===== src/rtl/fifo_read.sv =====
// Read-side controller for the FIFO test bench: waits for almost_full, settles,
// drains until almost_empty and checks the data against an incrementing byte sequence.
module fifo_read #(
  parameter int DATA_W       = 8,
  parameter int DELAY_CYCLES = 10,
  parameter int CNT_W        = 16
) (
  input  logic              sys_clk,
  input  logic              sys_rst,
  input  logic              almost_full,
  input  logic              almost_empty,
  input  logic              empty,
  input  logic [DATA_W-1:0] fifo_rdata,
  output logic              fifo_rd_en,
  output logic [DATA_W-1:0] rd_data,
  output logic              rd_data_valid,
  output logic [CNT_W-1:0]  burst_cnt,
  output logic              burst_done,
  output logic              err_flag,
  output logic [7:0]        err_cnt
);

  localparam int DLY_W = $clog2(DELAY_CYCLES + 2);

  typedef enum logic [1:0] {IDLE, DELAY, READ} state_t;

  state_t             state, state_nxt;
  logic [DLY_W-1:0]   dly_cnt, dly_cnt_nxt;
  logic               rd_req, rd_req_nxt;
  logic               burst_done_nxt;
  logic               burst_start;
  logic               af_d0, af_d1, af_rise;
  logic               cap;
  logic [DATA_W-1:0]  exp_val;

  assign af_rise    = af_d0 & ~af_d1;
  // Never strobe an empty FIFO; a request during empty is simply a stall.
  assign fifo_rd_en = rd_req & ~empty;

  always_ff @(posedge sys_clk or posedge sys_rst) begin
    if (sys_rst) begin
      state      <= IDLE;
      dly_cnt    <= '0;
      rd_req     <= 1'b0;
      burst_done <= 1'b0;
    end else begin
      state      <= state_nxt;
      dly_cnt    <= dly_cnt_nxt;
      rd_req     <= rd_req_nxt;
      burst_done <= burst_done_nxt;
    end
  end

  always_comb begin
    state_nxt      = state;
    dly_cnt_nxt    = dly_cnt;
    rd_req_nxt     = rd_req;
    burst_done_nxt = 1'b0;
    burst_start    = 1'b0;
    case (state)
      IDLE: begin
        if (af_rise) begin
          state_nxt   = DELAY;
          dly_cnt_nxt = '0;
          burst_start = 1'b1;
        end
      end
      DELAY: begin
        if (dly_cnt == DLY_W'(DELAY_CYCLES)) begin
          dly_cnt_nxt = '0;
          rd_req_nxt  = 1'b1;
          state_nxt   = READ;
        end else begin
          dly_cnt_nxt = dly_cnt + 1'b1;
        end
      end
      READ: begin
        if (almost_empty) begin
          rd_req_nxt     = 1'b0;
          burst_done_nxt = 1'b1;
          state_nxt      = IDLE;
        end
      end
      default: begin
        state_nxt   = IDLE;
        rd_req_nxt  = 1'b0;
        dly_cnt_nxt = '0;
      end
    endcase
  end

  // Capture/check pipeline: cap marks the cycle the strobed word is on fifo_rdata.
  always_ff @(posedge sys_clk or posedge sys_rst) begin
    if (sys_rst) begin
      af_d0         <= 1'b0;
      af_d1         <= 1'b0;
      cap           <= 1'b0;
      rd_data       <= '0;
      rd_data_valid <= 1'b0;
      burst_cnt     <= '0;
      exp_val       <= '0;
      err_flag      <= 1'b0;
      err_cnt       <= '0;
    end else begin
      af_d0         <= almost_full;
      af_d1         <= af_d0;
      cap           <= fifo_rd_en;
      rd_data_valid <= cap;
      if (cap) rd_data <= fifo_rdata;
      if (burst_start) begin
        burst_cnt <= '0;
        exp_val   <= '0;
      end else if (cap) begin
        burst_cnt <= burst_cnt + 1'b1;
        // On a match this is exp+1; on a mismatch it resynchronises to the data.
        exp_val   <= fifo_rdata + 1'b1;
      end
      if (cap && (fifo_rdata != exp_val)) begin
        err_flag <= 1'b1;
        if (err_cnt != 8'hFF) err_cnt <= err_cnt + 1'b1;
      end
    end
  end

endmodule


===== config.mk =====
export PLATFORM = sky130hd
export DESIGN_NAME = fifo_read
export DESIGN_NICKNAME = d
export VERILOG_FILES = /design/src/rtl/fifo_read.sv
export SDC_FILE = /design/constraint.sdc
export NUM_CORES = 1
export LEC_CHECK = 0
export BUFFER_PORTS_ARGS = -buffer_cell sky130_fd_sc_hd__clkbuf_2
export CAP_MARGIN = 20
export CORE_UTILIZATION = 49
export CTS_CLUSTER_SIZE = 12
export DETAILED_ROUTE_END_ITERATION = 10
export HOLD_SLACK_MARGIN = 0.08
export PLACE_DENSITY = 0.71
export RECOVER_POWER = 25
export SKIP_CTS_REPAIR_TIMING = 1
export SKIP_LAST_GASP = 1
export SYNTH_ARGS = -nofsm -noshare
export SYNTH_HDL_FRONTEND = slang
export SYNTH_SLANG_ARGS = --single-unit
export TNS_END_PERCENT = 50

===== constraint.sdc =====
create_clock -name sys_clk -period 1.45 [get_ports sys_clk]
set_input_delay 0.145 -clock sys_clk [delete_from_list [all_inputs] [get_ports sys_clk]]
set_output_delay 0.145 -clock sys_clk [all_outputs]
set_load 0.01 [all_outputs]

# Word-level counts from Yosys, hierarchy flattened
# Index checks and enable logic that the tools add are counted.
# totals
elab_cells,56
regBits,53
input_bits,13
output_inout_bits,36
# op_classes
reduce_logical,7
n_mux,18
n_eq_ne,8
n_bitwise,6
n_addsub,4
# ops
op,n
2-to-1 mux 16 bit,2
"adder 16 x 1 -> 16 bit, second input constant",1
"adder 8 x 1 -> 8 bit, second input constant",2
2-to-1 mux 8 bit,2
one-hot mux 4 bit (3 select lines),1
2-to-1 mux 4 bit,2
!= test 8 bit,1
"!= test 8 bit, second input constant",1
2-to-1 mux 1 bit,6
2-to-1 mux 2 bit,3
"!= test 2 bit, second input constant",3
one-hot mux 2 bit (3 select lines),1
AND reduction 3 bit,2
"adder 4 x 1 -> 4 bit, second input constant",1
"equality test 4 bit, second input constant",1
NOT 1 bit,4
AND reduction 2 bit,2
one-hot mux 1 bit (3 select lines),1
AND 1 bit,2
"equality test 2 x 1 -> 1 bit, second input constant",1
"equality test 2 bit, second input constant",1
logical NOT 2 bit,1
nonzero test 2 bit,1
logical AND 1 bit,1

# Longest topological paths before layout
# depth
word_depth,5
mapped_depth,7
ltp_nobuf,7

# Least setup slack after synthesis
# No wires, ideal clock.
# synth_path
path_type,reg2reg
from,reg exp_val[1]
to,reg err_cnt[1]
period_less_slack_ps,1562
path_buffers,0
required_time_ps,1325
path_slack_ps,-112
arrival_ps,1437
setup_time_ps,125
path_stages_with_launch,6
cell_sequence,dfrtp_1 -> xor2_1 -> nor4_2 -> a21boi_2 -> and2_4 -> mux2_4
# synth_via
elab_chain_cells,3
# synth_lines
item,line_no,rtl
from (decl),34,logic [DATA_W-1:0] exp_val;
from (signal assigned),116,exp_val <= fifo_rdata + 1'b1;
!= test 8 bit,118,if (cap && (fifo_rdata != exp_val)) begin
logical AND 1 bit,118,
AND reduction 2 bit (no line),-,
to (signal assigned),120,if (err_cnt != 8'hFF) err_cnt <= err_cnt + 1'b1;
to (decl),20,output logic [7:0] err_cnt
# Every way passes these cells.
# A chain may end at the register's enable or synchronous reset.

# Final worst setup path
# layout_path
from,reg exp_val[7]
to,reg err_cnt[1]
# Same word-level chain as after synthesis.

==> flow_summary.ini <==
[outcome]
outcome = complete, but fails checks
violations = setup timing

[synth]
synth-compound-area-share_pct = 5.85
yosysWarnings = 0
synth_mux_area_share_pct = 5.90
synth.area.top_cells = dfrtp_1, xor2_1, xnor2_1
synth_commonest_cells = dfrtp_1, nor2_1, xor2_1, nand2_1, xnor2_1
synth_top_area_cell = dfrtp_1
synth_top_area_share_pct = 53.9
synth_xor_area_share_pct = 11.4
synth.avg_cell_area_um2 = 10.8
synth_top_family_by_area = simple AND/OR/NAND/NOR gates
synth_fa_ha_area_share_pct = 2.54
synth.most_common_cell = dfrtp_1
syn_inst = 227
ys_async_sr_fraction_pct = 100
yosys.area_share.simple_pct = 18.6
syn-num-nets = 245
synth_edf_count = 0
seq_area_frac_synth_pct = 53.9
ys_ff_latch = 53
synth_cell_types = 33
syn_area_um2 = 2460
synth_flop_cell = dfrtp_1

[detailed_routing]
drcViolationCount = 0
ant_nets = 0
firstDrtPassIters = 4
drt_iter0_drc = 75
drt-vias-per-instance = 5.02
wl_um = 4820
vias = 1908
routedWlPerCell_um = 12.7

[timing]
fmax_mhz = 636
hold_violations = 0
finalWorstSetupSlack_ns = -0.122
slew_violations = 0
relSlewSlack_pct = 56.2
setup_viol_count_final = 8
skew_ns = 0.00335
tightestPinTransition_ns = 0.656
rsz0062_at_grt = true
period_needed_ns = 1.57
timing.final.crit_share_pct = 108

[setup_path]
crit_arrival_ns = 1.76
r2r_cells = 5
cp.required_ns = 1.64
cp-start-kind = register
cp_max_fo = 2
worst-setup-path-type = reg2reg
cp-end-kind = register

[power_and_ir_drop]
powerDensity_nw_per_um2 = 1510
p_total_mw = 4.75
vdd_drop_max_v = 0.000996
leakagePower_nw = 1.51

[finish]
drive_gt1_share_pct = 33.2
fin_cells = 380
num_antenna_cells = 0
nets = 331
area_delta_synth_final_pct = 28.0

[die]
ioPinCount = 49
die_area_um2 = 5310
dieHeight_um = 72.9
core_um2 = 4790
fp-row-count = 25
start_util_pct = 51.4
die_w_um = 72.9

[clocking]
cts_tree = built
clkTransAtPathRegs_ns = 0.09
cts_made_buffers = 5
cts_num_sinks = 53
insertion_delay_ns = 0.30
cts_buffer_depth = 2
htreeDepth = 2
root_buffer = clkbuf_8

[global_route]
grt_max_degree = 28
antenna_found_initial = 0
grt_first_pass_wirelength_um = 7990
track_usage_pct = 19.8
grt_pass1_vias = 1805
grt-ovfl-total = 0

[placement]
finalWeightedCongestion = 0.810
portBuffers = 48
hpwlAfterDp_um = 3500
dp.cells = 368

[hold_path]
hold_path_class = in2reg
holdPathStages = 2

[flow_run]
maxCapViolCount = 0
==> report_power, final <==
group          total, mW  leakage (nW)  internal [mW]  switching (mW)
sequential          2.23         0.672           1.92           0.309
clock              0.826        0.0443          0.380           0.446
combinational       1.70         0.793          0.860           0.837
==> registers in the layout (all words and copies together) (netlist names) <==
register and cells:
cap 1, burst_cnt 16, dly_cnt 4, err_cnt 8, rd_data_valid 1, exp_val 8
af_d0 1, af_d1 1, err_flag 1, rd_data 8, state 2, burst_done 1
rd_req 1
==> cells by family after synthesis <==
logic type / after synthesis
AOI/OAI and AO/OA: 24
xor gates and xnor gates: 32
adders and majority gates: 5
buffers and inverters: 11
DFF: 53
muxes: 13
and+or+nand+nor: 89
==> worst max-delay path, cell delays in order, from the launching register on <==
cell and delay [ns]:
dfrtp_1 0.40, xor2_1 0.17, nor4_2 0.35, a21boi_2 0.10
and2_4 0.16, mux2_4 0.29
==> per-stage QoR <==
step	worst slack (ns)	TNS (ns)	hold WS, ns	cell area [um^2]	utilization [%]
global placement	-0.0944	-0.249	0.217	3010	62.9
finish	-0.122	-0.344	0.153	3150	65.8
floorplan	-0.0919	-0.142	0.176	2460	-
CTS	-0.147	-0.596	-0.123	3100	64.7
global route	-0.209	-1.65	0.154	3150	65.8
detailed placement	-0.133	-0.472	0.209	3010	62.9
==> placed cells by master (no fill, tap or decap), drive strengths merged <==
cell         instances
clkbuf              57
dfrtp               53
buf                 31
nor2                27
xor2                19
nand2               17
xnor2               13
o21ai               10
nand3                9
mux2                 9
nand4                8
a211oi               5
nand2b               5
inv                  5
a21oi                5
ha                   5
nor3                 4
mux2i                4
dlygate4sd3          4
and3                 4
nor2b                3
and4                 3
or3                  3
nor4                 2
a21boi               1
and2                 1
nand4b               1
a31oi                1
or2                  1
nand3b               1
o31ai                1
o22ai                1
==> final cells by class <==
cell class | instances | area (um^2)
clock buffers | 7 | 86.3
fillers | 403 | 1640
inverters | 5 | 18.8
multi-input cells | 163 | 1100
flip-flops and latches | 53 | 1330
well taps | 67 | 83.8
repair buffers | 85 | 536
==> worst paths after layout <==
| check | start | to | slack (ns) |
|---|---|---|---|
| setup / recovery | exp_val[7]$_DFFE_PP0P_ | err_cnt[1]$_DFFE_PP0P_ | -0.12 |
| hold / removal | fifo_rdata[7] | rd_data[7]$_DFFE_PP0P_ | 0.15 |
| setup reg to reg | exp_val[7]$_DFFE_PP0P_ | err_cnt[1]$_DFFE_PP0P_ | -0.12 |
| hold reg to reg | af_d0$_DFF_PP0_ | af_d1$_DFF_PP0_ | 0.42 |
| max in group asynchronous | sys_rst | dly_cnt[1]$_DFFE_PP0P_ | 0.46 |
| min in group asynchronous | sys_rst | burst_cnt[13]$_DFFE_PP0P_ | 0.56 |
==> per-layer routing <==
layer,part of all wire [%],routed length [um],track usage [%],vias up
li1,-,-,-,953
met1,49,2350,26.7,908
met5,0,0,0,-
met2,47,2260,31.4,40
met3,3.1,148,4.70,7
met4,1.4,68,6.97,0
Power figures use the tool's default switching activity.
